## src/rtl/rtc_bcd_counter_if.sv

```systemverilog
// Control, load/alarm and display signal bundle for the BCD time-of-day counter.
// The master side drives controls and load/alarm digits; the slave side drives the display.
interface rtc_bcd_counter_if;
    logic       start;
    logic       mode;
    logic       load;
    logic [3:0] ld_hh, ld_hl, ld_mh, ld_ml, ld_sh, ld_sl;
    logic       al_en;
    logic [3:0] al_hh, al_hl, al_mh, al_ml;
    logic [3:0] HH, HL, MH, ML, SH, SL;
    logic       pm;
    logic       sec_tick;
    logic       chime;
    logic       alarm;
    logic       ld_err;

    modport master (
        output start, mode, load, ld_hh, ld_hl, ld_mh, ld_ml, ld_sh, ld_sl,
               al_en, al_hh, al_hl, al_mh, al_ml,
        input  HH, HL, MH, ML, SH, SL, pm, sec_tick, chime, alarm, ld_err
    );

    modport slave (
        input  start, mode, load, ld_hh, ld_hl, ld_mh, ld_ml, ld_sh, ld_sl,
               al_en, al_hh, al_hl, al_mh, al_ml,
        output HH, HL, MH, ML, SH, SL, pm, sec_tick, chime, alarm, ld_err
    );
endinterface

```

## src/rtl/rtc_bcd_counter.sv

```systemverilog
// Hours:minutes:seconds BCD counter with prescaler, validated load, 12/24-hour display,
// daily alarm compare and hourly chime. Display is decoded combinationally from state.
module rtc_bcd_counter #(
    parameter int CLK_DIV = 50000000,
    parameter int DIV_W   = 26
) (
    input  logic               clk,
    input  logic               reset,
    rtc_bcd_counter_if.slave   bus
);

    logic [DIV_W-1:0] div;
    logic [3:0] hr_t, hr_u, mn_t, mn_u, sc_t, sc_u;
    logic [3:0] n_hr_t, n_hr_u, n_mn_t, n_mn_u, n_sc_t, n_sc_u;
    logic       sec_tick_q, chime_q, alarm_q, ld_err_q;
    logic       tick, ld_ok, al_match;
    logic [4:0] hour_bin, h12;

    assign tick = (div == DIV_W'(CLK_DIV - 1));

    // Time one second ahead of the current state, BCD carry chain with day wrap.
    always_comb begin
        n_hr_t = hr_t;
        n_hr_u = hr_u;
        n_mn_t = mn_t;
        n_mn_u = mn_u;
        n_sc_t = sc_t;
        n_sc_u = sc_u;
        if (sc_u != 4'd9) begin
            n_sc_u = sc_u + 4'd1;
        end else begin
            n_sc_u = 4'd0;
            if (sc_t != 4'd5) begin
                n_sc_t = sc_t + 4'd1;
            end else begin
                n_sc_t = 4'd0;
                if (mn_u != 4'd9) begin
                    n_mn_u = mn_u + 4'd1;
                end else begin
                    n_mn_u = 4'd0;
                    if (mn_t != 4'd5) begin
                        n_mn_t = mn_t + 4'd1;
                    end else begin
                        n_mn_t = 4'd0;
                        if (hr_t == 4'd2 && hr_u == 4'd3) begin
                            n_hr_t = 4'd0;
                            n_hr_u = 4'd0;
                        end else if (hr_u == 4'd9) begin
                            n_hr_t = hr_t + 4'd1;
                            n_hr_u = 4'd0;
                        end else begin
                            n_hr_u = hr_u + 4'd1;
                        end
                    end
                end
            end
        end
    end

    always_comb begin
        ld_ok = (bus.ld_hl <= 4'd9) && (bus.ld_ml <= 4'd9) && (bus.ld_sl <= 4'd9) &&
                (bus.ld_mh <= 4'd5) && (bus.ld_sh <= 4'd5) &&
                ((bus.ld_hh < 4'd2) || (bus.ld_hh == 4'd2 && bus.ld_hl <= 4'd3));
    end

    // The incremented digits are always valid BCD, so out-of-range alarm digits never match.
    always_comb begin
        al_match = bus.al_en &&
                   (n_hr_t == bus.al_hh) && (n_hr_u == bus.al_hl) &&
                   (n_mn_t == bus.al_mh) && (n_mn_u == bus.al_ml) &&
                   (n_sc_t == 4'd0) && (n_sc_u == 4'd0);
    end

    always_ff @(posedge clk or posedge reset) begin
        if (reset) begin
            div        <= '0;
            hr_t       <= '0;
            hr_u       <= '0;
            mn_t       <= '0;
            mn_u       <= '0;
            sc_t       <= '0;
            sc_u       <= '0;
            sec_tick_q <= 1'b0;
            chime_q    <= 1'b0;
            alarm_q    <= 1'b0;
            ld_err_q   <= 1'b0;
        end else begin
            sec_tick_q <= 1'b0;
            chime_q    <= 1'b0;
            alarm_q    <= 1'b0;
            ld_err_q   <= 1'b0;
            if (bus.load && ld_ok) begin
                // An accepted load wins over any tick on the same edge.
                hr_t <= bus.ld_hh;
                hr_u <= bus.ld_hl;
                mn_t <= bus.ld_mh;
                mn_u <= bus.ld_ml;
                sc_t <= bus.ld_sh;
                sc_u <= bus.ld_sl;
                div  <= '0;
            end else begin
                ld_err_q <= bus.load;
                if (!bus.start) begin
                    if (tick) begin
                        div        <= '0;
                        hr_t       <= n_hr_t;
                        hr_u       <= n_hr_u;
                        mn_t       <= n_mn_t;
                        mn_u       <= n_mn_u;
                        sc_t       <= n_sc_t;
                        sc_u       <= n_sc_u;
                        sec_tick_q <= 1'b1;
                        chime_q    <= (n_mn_t == 4'd0) && (n_mn_u == 4'd0) &&
                                      (n_sc_t == 4'd0) && (n_sc_u == 4'd0);
                        alarm_q    <= al_match;
                    end else begin
                        div <= div + DIV_W'(1);
                    end
                end
            end
        end
    end

    always_comb begin
        hour_bin = 5'(hr_t) * 5'd10 + 5'(hr_u);
        h12      = (hour_bin >= 5'd12) ? hour_bin - 5'd12 : hour_bin;
        if (h12 == 5'd0) begin
            h12 = 5'd12;
        end
    end

    always_comb begin
        if (bus.mode) begin
            bus.HH = hr_t;
            bus.HL = hr_u;
        end else if (h12 >= 5'd10) begin
            bus.HH = 4'd1;
            bus.HL = 4'(h12 - 5'd10);
        end else begin
            bus.HH = 4'd0;
            bus.HL = 4'(h12);
        end
    end

    assign bus.MH       = mn_t;
    assign bus.ML       = mn_u;
    assign bus.SH       = sc_t;
    assign bus.SL       = sc_u;
    assign bus.pm       = (hour_bin >= 5'd12);
    assign bus.sec_tick = sec_tick_q;
    assign bus.chime    = chime_q;
    assign bus.alarm    = alarm_q;
    assign bus.ld_err   = ld_err_q;

endmodule

```

## src/flat_wrapper.sv

```systemverilog
// flat-port wrapper written by rule: the top's interface ports become plain ports
module rtc_bcd_counter_flat 
#(
    parameter int CLK_DIV = 50000000,
    parameter int DIV_W   = 26
)
  (clk, reset, bus_start, bus_mode, bus_load, bus_ld_hh, bus_ld_hl, bus_ld_mh, bus_ld_ml, bus_ld_sh, bus_ld_sl, bus_al_en, bus_al_hh, bus_al_hl, bus_al_mh, bus_al_ml, bus_HH, bus_HL, bus_MH, bus_ML, bus_SH, bus_SL, bus_pm, bus_sec_tick, bus_chime, bus_alarm, bus_ld_err);
  rtc_bcd_counter_if bus_i ();
  input  logic clk;
  input  logic reset;
  input wire logic [$bits(bus_i.start)-1:0] bus_start;
  input wire logic [$bits(bus_i.mode)-1:0] bus_mode;
  input wire logic [$bits(bus_i.load)-1:0] bus_load;
  input wire logic [$bits(bus_i.ld_hh)-1:0] bus_ld_hh;
  input wire logic [$bits(bus_i.ld_hl)-1:0] bus_ld_hl;
  input wire logic [$bits(bus_i.ld_mh)-1:0] bus_ld_mh;
  input wire logic [$bits(bus_i.ld_ml)-1:0] bus_ld_ml;
  input wire logic [$bits(bus_i.ld_sh)-1:0] bus_ld_sh;
  input wire logic [$bits(bus_i.ld_sl)-1:0] bus_ld_sl;
  input wire logic [$bits(bus_i.al_en)-1:0] bus_al_en;
  input wire logic [$bits(bus_i.al_hh)-1:0] bus_al_hh;
  input wire logic [$bits(bus_i.al_hl)-1:0] bus_al_hl;
  input wire logic [$bits(bus_i.al_mh)-1:0] bus_al_mh;
  input wire logic [$bits(bus_i.al_ml)-1:0] bus_al_ml;
  output wire logic [$bits(bus_i.HH)-1:0] bus_HH;
  output wire logic [$bits(bus_i.HL)-1:0] bus_HL;
  output wire logic [$bits(bus_i.MH)-1:0] bus_MH;
  output wire logic [$bits(bus_i.ML)-1:0] bus_ML;
  output wire logic [$bits(bus_i.SH)-1:0] bus_SH;
  output wire logic [$bits(bus_i.SL)-1:0] bus_SL;
  output wire logic [$bits(bus_i.pm)-1:0] bus_pm;
  output wire logic [$bits(bus_i.sec_tick)-1:0] bus_sec_tick;
  output wire logic [$bits(bus_i.chime)-1:0] bus_chime;
  output wire logic [$bits(bus_i.alarm)-1:0] bus_alarm;
  output wire logic [$bits(bus_i.ld_err)-1:0] bus_ld_err;
  assign bus_i.start = bus_start;
  assign bus_i.mode = bus_mode;
  assign bus_i.load = bus_load;
  assign bus_i.ld_hh = bus_ld_hh;
  assign bus_i.ld_hl = bus_ld_hl;
  assign bus_i.ld_mh = bus_ld_mh;
  assign bus_i.ld_ml = bus_ld_ml;
  assign bus_i.ld_sh = bus_ld_sh;
  assign bus_i.ld_sl = bus_ld_sl;
  assign bus_i.al_en = bus_al_en;
  assign bus_i.al_hh = bus_al_hh;
  assign bus_i.al_hl = bus_al_hl;
  assign bus_i.al_mh = bus_al_mh;
  assign bus_i.al_ml = bus_al_ml;
  assign bus_HH = bus_i.HH;
  assign bus_HL = bus_i.HL;
  assign bus_MH = bus_i.MH;
  assign bus_ML = bus_i.ML;
  assign bus_SH = bus_i.SH;
  assign bus_SL = bus_i.SL;
  assign bus_pm = bus_i.pm;
  assign bus_sec_tick = bus_i.sec_tick;
  assign bus_chime = bus_i.chime;
  assign bus_alarm = bus_i.alarm;
  assign bus_ld_err = bus_i.ld_err;
  rtc_bcd_counter #(.CLK_DIV(CLK_DIV), .DIV_W(DIV_W)) u_core (.clk(clk), .reset(reset), .bus(bus_i));
endmodule
```

## config.mk

```make
export PLATFORM = sky130hd
export DESIGN_NAME = rtc_bcd_counter_flat
export DESIGN_NICKNAME = d
export VERILOG_FILES = /design/src/rtl/rtc_bcd_counter_if.sv /design/src/rtl/rtc_bcd_counter.sv /design/src/flat_wrapper.sv
export SDC_FILE = /design/constraint.sdc
export NUM_CORES = 1
export LEC_CHECK = 0
export ABC_AREA = 1
export ABC_CLOCK_PERIOD_IN_PS = 2400
export BUFFER_PORTS_ARGS = -buffer_cell sky130_fd_sc_hd__buf_2
export CORE_MARGIN = 1.5
export CORE_UTILIZATION = 52
export DETAILED_ROUTE_END_ITERATION = 16
export PLACE_DENSITY = 0.78
export SYNTH_ARGS = -nofsm -noshare
export SYNTH_HDL_FRONTEND = slang
export SYNTH_SLANG_ARGS = --single-unit
export TNS_END_PERCENT = 20
```

## constraint.sdc

```tcl
create_clock -name clk -period 2.4 [get_ports clk]
set_input_delay 0 -clock clk [delete_from_list [all_inputs] [get_ports clk]]
set_output_delay 0 -clock clk [all_outputs]
set_load 0.01 [all_outputs]
```

# Word-level counts from Yosys, hierarchy flattened
# Cells that the tools add are included.
# op_classes
add_sub_neg,10
multipliers,1
magnitude_cmp,9
n_eq_ne,14
n_mux,59
n_reduce_logical,25
# ops
op,n
2-to-1 mux 4 bit,43
2-to-1 mux 26 bit,3
adder 26 x 1 -> 26 bit (second input constant),1
equality test 26 bit (second input constant),1
adder 4 x 1 -> 4 bit (second input constant),6
logical AND 1 bit,17
equality test 4 bit,4
logical NOT 4 bit,4
equality test 4 x 2 -> 1 bit (second input constant),3
less-or-equal comparator 4 bit (second input constant),3
2-to-1 mux 1 bit,11
>= comparator 5 x 4 -> 1 bit (second input constant),2
2-to-1 mux 5 bit,2
less-or-equal comparator 4 x 3 -> 1 bit (second input constant),2
!= test 4 x 3 -> 1 bit (second input constant),2
!= test 4 bit (second input constant),2
adder 5 x 4 -> 5 bit,1
logical NOT 5 bit,1
subtractor 5 x 4 -> 5 bit (second input constant),1
equality test 4 bit (second input constant),1
less-or-equal comparator 4 x 2 -> 1 bit (second input constant),1
less-than comparator 4 x 2 -> 1 bit (second input constant),1
multiplier 4 x 3 -> 4 bit (second input constant),1
subtractor 4 bit (second input constant),1
other kinds (4),4
# totals
regBits,54
out_inout_bits,29
elab_cells,129

# Logic depth before layout (Yosys ltp)
# Gate-level depths: netlist of the first run.
# logic_depth
depth_word,17
depth_mapped,19

# Least setup slack after synthesis of the first run
# No wires, ideal clock.
# synth_path
kind,reg2out
start,register u_core.hr_t[0]
end,output bus_HL[1]
arrival_time_ps,2702
slack_ps,-302
path_stages_with_launch,18
cell_sequence,dfrtp_1 ha_1 ha_1 xnor2_1 ha_1 nand2_1 nand2_1 inv_1 nand2_2 nand2_1 o21ai_1 a21boi_1 ha_1 nand2_1 nand2_1 nand2_1 nand2_1 o21ai_0
# synth_between
elab_chain_len,9
word_cells_on_any_way,11
# synth_rtl
element,line,source
from (decl),rtc_bcd_counter.sv:13,"logic [3:0] hr_t, hr_u, mn_t, mn_u, sc_t, sc_u;"
from (signal assigned),rtc_bcd_counter.sv:94,hr_t <= bus.ld_hh;
from (signal assigned),rtc_bcd_counter.sv:106,hr_t <= n_hr_t;
multiplier 4 x 3 -> 4 bit *,rtc_bcd_counter.sv:125,hour_bin = 5'(hr_t) * 5'd10 + 5'(hr_u);
adder 5 x 4 -> 5 bit *,rtc_bcd_counter.sv:125,
>= comparator 5 x 4 -> 1 bit *,n/a,
via bus_pm,flat_wrapper.sv:31,output wire logic [$bits(bus_i.pm)-1:0] bus_pm;
2-to-1 mux 5 bit *,rtc_bcd_counter.sv:126,h12 = (hour_bin >= 5'd12) ? hour_bin - 5'd12 : hour_bin;
logical NOT 5 bit,rtc_bcd_counter.sv:127,if (h12 == 5'd0) begin
2-to-1 mux 5 bit *,rtc_bcd_counter.sv:127,
subtractor 4 bit / >= comparator 5 x 4 -> 1 bit (equally long branches),"rtc_bcd_counter.sv:138, rtc_bcd_counter.sv:136",
2-to-1 mux 4 bit *,rtc_bcd_counter.sv:136,end else if (h12 >= 5'd10) begin
2-to-1 mux 4 bit *,rtc_bcd_counter.sv:133,if (bus.mode) begin
to (decl),flat_wrapper.sv:26,output wire logic [$bits(bus_i.HL)-1:0] bus_HL;
# Mark *: on every way through the listed nets, which the timed path passes. The rest lies on a longest branch.

# Worst setup path in the final report of the first run
# layout_path
start,register u_core.hr_t[0]
end,output bus_HL[3]
# layout_between
elab_chain_len,9
word_cells_on_any_way,11
# layout_rtl
element,line
multiplier 4 x 3 -> 4 bit *,rtc_bcd_counter.sv:125
adder 5 x 4 -> 5 bit *,rtc_bcd_counter.sv:125
subtractor 5 x 4 -> 5 bit / >= comparator 5 x 4 -> 1 bit (equally long branches),rtc_bcd_counter.sv:126
2-to-1 mux 5 bit *,rtc_bcd_counter.sv:126
logical NOT 5 bit,rtc_bcd_counter.sv:127
2-to-1 mux 5 bit *,rtc_bcd_counter.sv:127
subtractor 4 bit / >= comparator 5 x 4 -> 1 bit (equally long branches),"rtc_bcd_counter.sv:138, rtc_bcd_counter.sv:136"
2-to-1 mux 4 bit *,rtc_bcd_counter.sv:136
2-to-1 mux 4 bit *,rtc_bcd_counter.sv:133
# Every way passes the cells marked *; elsewhere a longest branch is shown, timed or not.

==> run_results.csv, run 1 <==
group,metric,value,unit
run_status,outcome,"finished with violations",
run_status,violations,"negative setup slack",
timing,layout_worst_path_cycle_share,1.25,
timing,maxSlewViolCount,0,
floorplan,initial_utilization,0.541,
clocking,number_of_buffers_created_by_cts,5,
detailed_routing,finalWirelength,11700,um
finish,layout_common_cells,"nand2_1, inv_1, buf_2, nor2_1, dfrtp_1",
global_routing,grt_antenna_before_repair,0,
worst_setup_path,ff2ff_path_depth,13,
finish,final_core_util,0.679,
worst_setup_path,timing.critical_path.to_type,"primary output",
clocking,cts_max_path_buffers,2,
timing,tightest_pin_transition,0.624,ns
clocking,clock_tree.root_cell,"clkbuf_8",
detailed_routing,detail-route-antenna-nets,0,
worst_setup_path,crit_path_start_kind,"flip-flop",
power,power.leakage,2.77,nW
placed_design,place_congestion,0.961,
hold_path,worst_hold_path_type,"input pin to flip-flop",
floorplan,pin_count,75,
detailed_routing,detail_route.drc_violations,0,
timing,normalized_max_slew_margin,0.582,
floorplan,die_w,93.1,um
synth,synth-seq-area-share,0.320,
hold_path,worstHoldPathCells,6,
clocking,htree_levels,2,
worst_setup_path,worstPathArrival,3.00,ns
timing,final-setup-viol-count,4,
run,cap_violations,0,
synth,postSynthCellCount,604,
timing,rsz0062_at_grt,"yes",
worst_setup_path,worstPathRequired,2.40,ns
finish,diodes,0,
timing,period_needed,3.00,ns
synth,synth.avg_cell_area,6.99,um^2
floorplan,fp.dieArea,0.00867,mm^2
synth,synth_async_reset_ratio,1.00,
clocking,latest_clock_arrival_within_the_worst_skew_pair,0.32,ns
placed_design,detailedPlacementHpwl,9050,um
global_routing,global_route_wire_length_before_repair,19500,um
synth,synth.net_count,662,
worst_setup_path,path_max_fanout,3,
worst_setup_path,worst-setup-path-type,"flip-flop to primary output",
detailed_routing,wl_per_instance,14.2,um
finish,syn2layout_area_growth,25.6,%
floorplan,fp.coreArea,0.00781,mm^2
synth,post_synth_num_cell_types,48,
detailed_routing,first_iter_violations,319,
synth,synth.cell_area,0.00422,mm^2
global_routing,grt_overflow_total,0,
power,cellPowerDensity,638,mW/mm^2
finish,final_common_cell,"nand2_1",
clocking,clkSinkCount,54,
global_routing,gr-usage-all-layers,0.281,
clocking,tritoncts,"done",
timing,timing.fmax,0.333,GHz
timing,timing_hold_violations_final,0,
synth,synth_ff_type,"dfrtp_1",
global_routing,via_count_of_the_first_global_routing_pass,4196,
clocking,cts.clk_slew.worst_paths,0.11,ns
floorplan,rows,32,
synth,edff_count_synth,0,
synth,synth-seq-cells,54,
detailed_routing,num_vias,4519,
placed_design,port_buffers,74,
timing,final_worst_clock_skew,0.0204,ns
power,max-vdd-ir-drop,0.393,mV
synth,yosys_warnings,0,
timing,worst_slack,-0.605,ns
finish,drive_gt1_frac,0.245,
global_routing,maximum_number_of_pins_on_one_net_before_global_route_repair,25,
floorplan,die-height,93.1,um
detailed_routing,routed_via_density,5.48,
timing,worst_hold_slack,0.0267,ns
finish,total_number_of_nets_in_the_final_design,780,
detailed_routing,detail_route.first_pass.iterations,5,
path summary, 6_finish.rpt:
kind,from,endpoint,slack [ns]
setup / recovery,u_core.hr_t[0],bus_HL[3],-0.60
hold / removal,bus_al_hh[3],u_core.bus.alarm,0.03
setup reg to reg,u_core.hr_u[1],u_core.bus.alarm,0.28
hold reg to reg,u_core.div[3],u_core.div[3],0.52
max in group asynchronous,reset,u_core.hr_t[1],1.51
min in group asynchronous,reset,u_core.bus.SL[3],0.25
per-layer routing:
metal	GRT usage	wire length (um)
met5	0	0
met4	0.0821	176
met3	0.0317	732
met2	0.481	5710
met1	0.375	5130
through the flow:
step	instances	power, mW	setup TNS, ns	setup WS [ns]	instance area, um^2
6_report	825	3.38	-2.32	-0.605	5310
5_1_grt	825	3.62	-2.89	-0.749	5310
4_1_cts	822	3.20	-2.38	-0.617	5220
3_5_place_dp	789	2.48	-1.06	-0.320	4850
3_3_place_gp	789	2.41	-0.492	-0.177	4850
2_1_floorplan	604	2.06	-0.311	-0.111	4260
Yosys cell counts (2+ instances only):
library cell	instances	area, um^2
nor2_2	10	62.6
dfrtp_1	54	1350
o21ai_0	25	125
nor2_1	55	206
a211oi_1	2	15.0
xor2_1	13	114
a21oi_1	16	80.1
buf_4	2	15.0
nand2_2	11	68.8
o221ai_1	15	131
nand2_4	4	45.0
xnor2_1	5	43.8
nand2_1	159	597
ha_1	11	138
or2_2	2	12.5
a21boi_0	2	15.0
clkbuf_1	4	15.0
nand3_2	4	40.0
nor4_1	4	25.0
nor3_1	15	75.1
nor2_8	3	60.1
inv_2	6	22.5
nand4_1	19	119
nand3_1	40	200
o22ai_1	3	18.8
o211ai_1	7	52.6
inv_1	79	297
o21ai_1	5	25.0
buf_2	5	25.0
nor2_4	3	33.8
o21a_1	4	30.0
report_power, final:
| part | leakage [nW] | switching, mW | internal, mW |
|---|---|---|---|
| combinational | 2.06 | 0.888 | 0.714 |
| clock | 0.0524 | 0.304 | 0.313 |
| sequential | 0.658 | 0.137 | 1.03 |
worst max-delay path, stage by stage (launching register included):
cell and delay, ns:
dfrtp_1 0.41, buf_6 0.13, ha_4 0.27, ha_4 0.22, a21oi_1 0.14, nand2_1 0.09
inv_1 0.06, nand2_1 0.08, nand2_2 0.11, o21ai_0 0.12, a21boi_1 0.29, a21boi_4 0.11
ha_4 0.17, buf_4 0.13, o21ai_1 0.12, o211ai_1 0.10, nand2_1 0.06, buf_2 0.12
registers in the layout, summed over array words and instances, names as in the netlist:
signal / count
u_core.div: 26
u_core.bus.chime: 1
u_core.bus.SH: 4
u_core.bus.ML: 4
u_core.hr_u: 4
u_core.bus.ld_err: 1
u_core.bus.sec_tick: 1
u_core.bus.SL: 4
u_core.bus.MH: 4
u_core.hr_t: 4
u_core.bus.alarm: 1
what timing repair did:
item,CTS,global route
buffers inserted,5,2
hold endpoints to repair,40,1
pin swaps,11,7
gates resized for setup,5,15
setup endpoints to repair,4,5
hold buffers,20,1
final cells by class:
type,instances,area [um^2]
fillers,700,2500
inverters,86,323
flip-flops and latches,54,1350
repair buffers,123,795
well taps,102,128
clock buffers,7,76.3
clock inverters,1,30.0
multi-input cells,452,2600
kinds of logic after synthesis:
logic type                 share of synthesized area
DFF                                            0.320
and+or+nand+nor                                0.381
adders and majority gates                     0.0373
xor gates and xnor gates                      0.0412
AOI/OAI and AO/OA                              0.128
buffers and inverters                         0.0921
(Power assumes the default switching activity.)
==> run 2: changes to the inputs <==
--- a/config.mk
+++ b/config.mk
@@ -9,9 +9,8 @@
 export ABC_CLOCK_PERIOD_IN_PS = 2400
 export BUFFER_PORTS_ARGS = -buffer_cell sky130_fd_sc_hd__buf_2
 export CORE_MARGIN = 1.5
-export CORE_UTILIZATION = 52
+export CORE_UTILIZATION = 35
 export DETAILED_ROUTE_END_ITERATION = 16
-export PLACE_DENSITY = 0.78
 export SYNTH_ARGS = -nofsm -noshare
 export SYNTH_HDL_FRONTEND = slang
 export SYNTH_SLANG_ARGS = --single-unit
==> run 2 against run 1 <==
  * The flow still finishes with violations (negative setup slack)
  * Utilization fell by 22 points
  * Wire length rose by 5.3%
  * Critical path depth rose by 3
  * First-iteration DRC count fell by 33%
  * Flip-flop and latch count did not move
  * Critical path type unchanged
==> run_results.csv, run 2 (synthesis results as in run 1) <==
group,metric,value,unit
run_status,outcome,"finished with violations",
run_status,violations,"negative setup slack",
floorplan,die-height,113,um
finish,total_number_of_nets_in_the_final_design,776,
timing,normalized_max_slew_margin,0.605,
timing,worst_slack,-0.567,ns
timing,rsz0062_at_grt,"yes",
clocking,latest_clock_arrival_within_the_worst_skew_pair,0.30,ns
worst_setup_path,r2r_setup_slack,0.23,ns
global_routing,grt_antenna_before_repair,0,
clocking,number_of_buffers_created_by_cts,5,
clocking,tritoncts,"done",
detailed_routing,routed_via_density,5.09,
power,power.share.sequential,0.318,
timing,layout_worst_path_cycle_share,1.24,
clocking,clkSinkCount,54,
worst_setup_path,worstPathRequired,2.40,ns
placed_design,cell_count_post_placement,832,
finish,layout_common_cells,"nand2_1, inv_1, buf_2, nor2_1, dfrtp_1",
floorplan,die_w,113,um
power,power_frac_comb,0.420,
detailed_routing,detail_route.first_pass.iterations,5,
power,power.share.clock,0.262,
floorplan,pin_count,75,
global_routing,maximum_number_of_pins_on_one_net_before_global_route_repair,23,
global_routing,via_count_of_the_first_global_routing_pass,4146,
worst_setup_path,timing.critical_path.slowest_cell_delay,0.39,ns
timing,timing.fmax,0.337,GHz
power,power.leakage,2.80,nW
hold_path,worst_hold_path_type,"input pin to flip-flop",
clocking,clock_tree.root_cell,"clkbuf_16",
finish,syn2layout_area_growth,27.7,%
clocking,htree_levels,2,
detailed_routing,first_iter_violations,214,
power,internal_power,2.28,mW
global_routing,gr-usage-all-layers,0.197,
timing,timing_hold_violations_final,0,
run,cap_violations,0,
detailed_routing,finalWirelength,12400,um
placed_design,detailedPlacementHpwl,9630,um
global_routing,grt_overflow_total,0,
worst_setup_path,critical-path-slowest-cell,"dfrtp_1",
floorplan,rows,39,
timing,period_needed,2.97,ns
finish,final_common_cell,"nand2_1",
power,power.share.switching,0.378,
worst_setup_path,timing.critical_path.to_type,"primary output",
detailed_routing,detail-route-antenna-nets,0,
timing,worst_hold_slack,0.0460,ns
placed_design,place_congestion,0.930,
floorplan,fp.dieArea,0.0127,mm^2
worst_setup_path,crit_path_start_kind,"flip-flop",
timing,tightest_pin_transition,0.588,ns
placed_design,port_buffers,74,
worst_setup_path,path_max_fanout,4,
timing,final_worst_clock_skew,0.00775,ns
detailed_routing,detail_route.drc_violations,0,
finish,largest_reg_flops,26,
timing,maxSlewViolCount,0,
worst_setup_path,worstPathArrival,2.97,ns
clocking,cts.clk_slew.worst_paths,0.07,ns
timing,final-setup-viol-count,4,
power,netSwitchingPower,1.38,mW
floorplan,initial_utilization,0.364,
floorplan,fp.coreArea,0.0116,mm^2
clocking,cts_max_path_buffers,2,
detailed_routing,num_vias,4386,
finish,regMostFlops,"u_core.div",
worst_setup_path,worst-setup-path-type,"flip-flop to primary output",
detailed_routing,wl_per_instance,14.3,um
worst_setup_path,critPathMostFrequentCell,"nand2_2",
finish,drive_gt1_frac,0.246,
finish,diodes,0,
finish,final-instance-count-excl-fill,862,
global_routing,global_route_wire_length_before_repair,20200,um
worst_setup_path,crit_path_cell_trace,"ha_2 > inv_2 > fa_2 > xnor2_2 > ha_2 > nand2_1 > nand2_1 > inv_2 > nand2_4 > nand2_2 > nand2_2 > a21boi_4 > ha_4 > nand2_2 > nand2_2 > nand2_4 > nand2_2 > nand3_2 > nand2_1 > buf_2",
power,cellPowerDensity,679,mW/mm^2
power,max-vdd-ir-drop,0.444,mV
-- run 2: repair_timing --
item,in CTS,in global routing
endpoints found under the setup margin,4,4
gates cloned,0,0
buffers inserted,1,1
resized for setup,4,16
hold buffers,20,0
pin swaps,7,14
endpoints found under the hold margin,38,0
-- run 2: path summary, 6_finish.rpt --
check	endpoint	from	cells past startpoint
worst max-delay path	bus_HL[2]	u_core.hr_t[0]	20
worst max register to register	u_core.hr_t[1]	u_core.div[0]	12
worst min register to register	u_core.div[3]	u_core.div[3]	1
min in group asynchronous	u_core.bus.SL[2]	reset	3
max in group asynchronous	u_core.div[9]	reset	4
worst min-delay path	u_core.bus.ML[3]	bus_ld_ml[3]	3
-- run 2: power by group through the flow --
stage | Sequential [mW] | Combinational [mW] | Clock, mW
floorplan | 1.18 | 0.880 | 0
global placement | 1.17 | 1.26 | 0
detailed placement | 1.18 | 1.30 | 0
CTS | 1.16 | 1.38 | 0.982
global route | 1.18 | 1.71 | 1.02
finish | 1.16 | 1.54 | 0.960
-- run 2: worst max-delay path, delay by kind of cell (launching register included) --
| kind | cells | cell delay [ns] |
|---|---|---|
| fa+ha+maj | 4 | 0.94 |
| simple gates | 11 | 0.73 |
| flops | 1 | 0.39 |
| buf+inv | 3 | 0.21 |
| compound gates | 1 | 0.21 |
| xor+xnor | 1 | 0.20 |
-- run 2: final cells by class --
type / instances / area [um^2]
Clock inverter: 3 / 68.8
Clock buffer: 5 / 125
Tap cell: 143 / 179
Sequential cell: 54 / 1350
Fill cell: 1213 / 6220
Timing Repair Buffer: 119 / 758
Inverter: 86 / 323
Multi-Input combinational cell: 452 / 2590
-- run 2: per-layer routing --
metal | track usage | up-vias | part of all wire
met5 | 0 | - | 0
met4 | 0.0565 | 0 | 0.013
met3 | 0.0273 | 14 | 0.043
met2 | 0.328 | 107 | 0.47
met1 | 0.268 | 2040 | 0.47
li1 | - | 2225 | -
-- run 2: metrics by stage --
step                      utilization  area (um^2)  setup TNS (ns)  power, mW  worst slack [ns]
after detailed placement        0.424         4920           -1.04       2.48            -0.314
after floorplan                     -         4260          -0.311       2.06            -0.111
after CTS                       0.459         5330           -2.19       3.52            -0.595
after global placement          0.424         4920          -0.529       2.44            -0.184
after global routing            0.464         5390           -2.92       3.92            -0.771
final                           0.464         5390           -2.14       3.66            -0.567
==> run 3: changes to the inputs <==
--- a/config.mk
+++ b/config.mk
@@ -8,9 +8,11 @@
 export ABC_AREA = 1
 export ABC_CLOCK_PERIOD_IN_PS = 2400
 export BUFFER_PORTS_ARGS = -buffer_cell sky130_fd_sc_hd__buf_2
+export CORE_ASPECT_RATIO = 1.25
 export CORE_MARGIN = 1.5
 export CORE_UTILIZATION = 35
 export DETAILED_ROUTE_END_ITERATION = 16
+export GPL_TIMING_DRIVEN = 0
 export SYNTH_ARGS = -nofsm -noshare
 export SYNTH_HDL_FRONTEND = slang
 export SYNTH_SLANG_ARGS = --single-unit
==> run 3 against run 2 <==
  * The flow still finishes with violations (negative setup slack)
  * Maximum frequency rose by 0.74%
  * Register-to-register slack got worse by 0.11 ns
  * Critical path depth is the same
  * Cell count rose by 2.0%
  * Design area grew 0.95%
  * Via count is 2.2% higher
  * Utilization grew 0.21 points
  * Non-clock buffer count decreased by 1
  * Global-route usage rose by 1.8 points
  * Wire length increased by 7.0%
  * Clock skew decreased by 0.0021 ns
  * Sequential power is essentially flat
  * Critical path type unchanged
==> run_results.csv, run 3 (synthesis results as in run 1) <==
group,metric,value,unit
timing,worst_slack,-0.545,ns
floorplan,pin_count,75,
floorplan,fp.coreArea,0.0117,mm^2
global_routing,grt_antenna_before_repair,0,
worst_setup_path,path_max_fanout,4,
clocking,tritoncts,"done",
floorplan,fp.dieArea,0.0127,mm^2
timing,rsz0062_at_grt,"yes",
worst_setup_path,critPathBufInv,3,
power,max-vdd-ir-drop,0.361,mV
finish,total_number_of_nets_in_the_final_design,775,
global_routing,global_route_wire_length_before_repair,21600,um
detailed_routing,first_iter_violations,208,
global_routing,gr-usage-all-layers,0.215,
worst_setup_path,crit_family,"adder cells",
hold_path,hp-start,"bus_ld_ml[3]",
detailed_routing,wl_per_instance,15.0,um
global_routing,grt.busiest_layer,"met2",
global_routing,groute.layer.met2.usage,0.379,
finish,syn2layout_area_growth,28.9,%
global_routing,via_count_of_the_first_global_routing_pass,4507,
floorplan,die-height,126,um
timing,tightest_pin_transition,0.540,ns
global_routing,use_met1,0.260,
finish,diodes,0,
hold_path,worstHoldPathCells,3,
worst_setup_path,worstPathArrival,2.95,ns
finish,final_core_util,0.466,
worst_setup_path,r2r_setup_slack,0.12,ns
worst_setup_path,timing.critical_path.to_type,"primary output",
finish,drive_gt1_frac,0.251,
clocking,clkSinkCount,54,
timing,maxSlewViolCount,0,
hold_path,timing.hold.worst_endpoint,"u_core.bus.ML[3]",
power,power.leakage,2.76,nW
finish,largest_reg_flops,26,
timing,timing_hold_violations_final,0,
power,cellPowerDensity,644,mW/mm^2
worst_setup_path,timing.critical_path.slowest_cell_delay,0.45,ns
detailed_routing,detail_route.drc_violations,0,
worst_setup_path,worst-setup-path-type,"flip-flop to primary output",
detailed_routing,detail-route-antenna-nets,0,
finish,area_taken_by_multi_input_logic_gates,0.00265,mm^2
clocking,clock_tree.root_cell,"clkbuf_16",
finish,sequential_cell_area,0.00136,mm^2
detailed_routing,finalWirelength,13200,um
run_status,violations,"negative setup slack",
finish,layout.filler_cells,1182,
placed_design,cell_count_post_placement,839,
global_routing,maximum_number_of_pins_on_one_net_before_global_route_repair,40,
timing,normalized_max_slew_margin,0.637,
worst_setup_path,crit_path_start_kind,"flip-flop",
worst_setup_path,worstReg2RegStart,"u_core.hr_t[0]",
worst_setup_path,worstPathRequired,2.40,ns
floorplan,die_w,101,um
clocking,latest_clock_arrival_within_the_worst_skew_pair,0.30,ns
global_routing,met3_usage,0.0239,
global_routing,grt_overflow_total,0,
detailed_routing,routed_via_density,5.10,
clocking,cts.clk_slew.worst_paths,0.07,ns
run_status,outcome,"finished with violations",
detailed_routing,num_vias,4481,
timing,final_worst_clock_skew,0.00566,ns
hold_path,worst_hold_path_type,"input pin to flip-flop",
detailed_routing,detail_route.first_pass.iterations,5,
timing,final-setup-viol-count,4,
timing,layout_worst_path_cycle_share,1.23,
run,cap_violations,0,
finish,final_common_cell,"nand2_1",
timing,timing.fmax,0.340,GHz
worst_setup_path,ff2ff_path_depth,12,
placed_design,detailedPlacementHpwl,10100,um
floorplan,initial_utilization,0.362,
placed_design,place_congestion,0.882,
worst_setup_path,critPathMostFrequentCell,"nand2_2",
worst_setup_path,critical-path-slowest-cell,"dfrtp_2",
clocking,htree_levels,2,
clocking,number_of_buffers_created_by_cts,5,
floorplan,rows,44,
timing,period_needed,2.95,ns
finish,final-instance-count-excl-fill,879,
clocking,cts_max_path_buffers,2,
worst_setup_path,crit_path_cell_trace,"buf_12 > ha_4 > ha_4 > xnor2_4 > ha_4 > nand2_2 > nand2_2 > inv_2 > nand2_4 > nand2_2 > nand2_2 > a21boi_4 > ha_4 > nand2_2 > nand2_2 > nand2_2 > nand2_2 > nand2_2 > o21ai_2 > buf_2",
finish,regMostFlops,"u_core.div",
placed_design,port_buffers,73,
worst_setup_path,r2r_end,"u_core.bus.alarm",
finish,layout_common_cells,"nand2_1, buf_2, inv_1, nor2_1, dfrtp_1",
## run 3: cell count changes in the layout (fill, tap and decap cells not counted), moves of 3 or more
cell      before  now
clkbuf_1       0    4
buf_4         25   11
buf_2         74   78
ha_4           2    5
dfrtp_1       54   50
dfrtp_2        0    4
## run 3: layout make-up
type	count	share of cell area
clock buffer	7	0.0262
timing repair buffer	106	0.128
clock inverter	1	0.000920
multi-input combinational	452	0.487
tap	161	0.0370
sequential	54	0.249
buffer	12	0.0124
inverter	86	0.0600
## run 3: worst max path at each step
stage | from | endpoint | slack, ns | cells after the start
2_1_floorplan | u_core.hr_t[0] | bus_HL[1] | -0.11 | 18
3_5_place_dp | u_core.hr_t[0] | bus_HL[1] | -0.57 | 20
5_1_grt | u_core.hr_t[0] | bus_HL[1] | -0.72 | 20
3_3_place_gp | u_core.hr_t[0] | bus_HL[1] | -0.42 | 20
4_1_cts | u_core.hr_t[0] | bus_HL[1] | -0.62 | 20
6_report | u_core.hr_t[0] | bus_HL[1] | -0.55 | 20
## run 3: through the flow
stage | TNS (ns) | hold WS [ns] | power, mW | worst slack, ns | area [um^2]
final | -2.13 | 0.0456 | 3.51 | -0.545 | 5440
after global routing | -2.82 | 0.0713 | 3.75 | -0.724 | 5440
after global placement | -1.47 | 0.223 | 2.36 | -0.424 | 4830
after floorplan | -0.311 | 0.127 | 2.06 | -0.111 | 4260
after detailed placement | -1.97 | -0.000981 | 2.41 | -0.566 | 4850
after CTS | -2.40 | 0.0428 | 3.38 | -0.622 | 5340
## run 3: timing repair
item / CTS / global route
pin swaps: 13 / 15
endpoints found under the hold margin: 34 / 0
gates resized for setup: 18 / 19
hold buffers: 21 / 0
setup endpoints to repair: 4 / 24
setup buffers: 7 / 4
## run 3: routing by layer
layer  wire length (um)  vias up
met1               5510     2112
li1                   -     2225
met5                  0        -
met4                426        0
met3                444       29
met2               6850      115
## run 3: report_power, final
| part | internal (mW) | total [mW] | switching (mW) |
|---|---|---|---|
| clock network | 0.415 | 0.755 | 0.340 |
| registers | 1.03 | 1.18 | 0.151 |
| logic | 0.677 | 1.57 | 0.894 |
| total | 2.12 | 3.51 | 1.38 |
## run 3: worst min-delay path: cells and delay by family
family,cells,cell delay (ns)
AO/OA/AOI/OAI,1,0.17
buffers and inverters,2,0.13
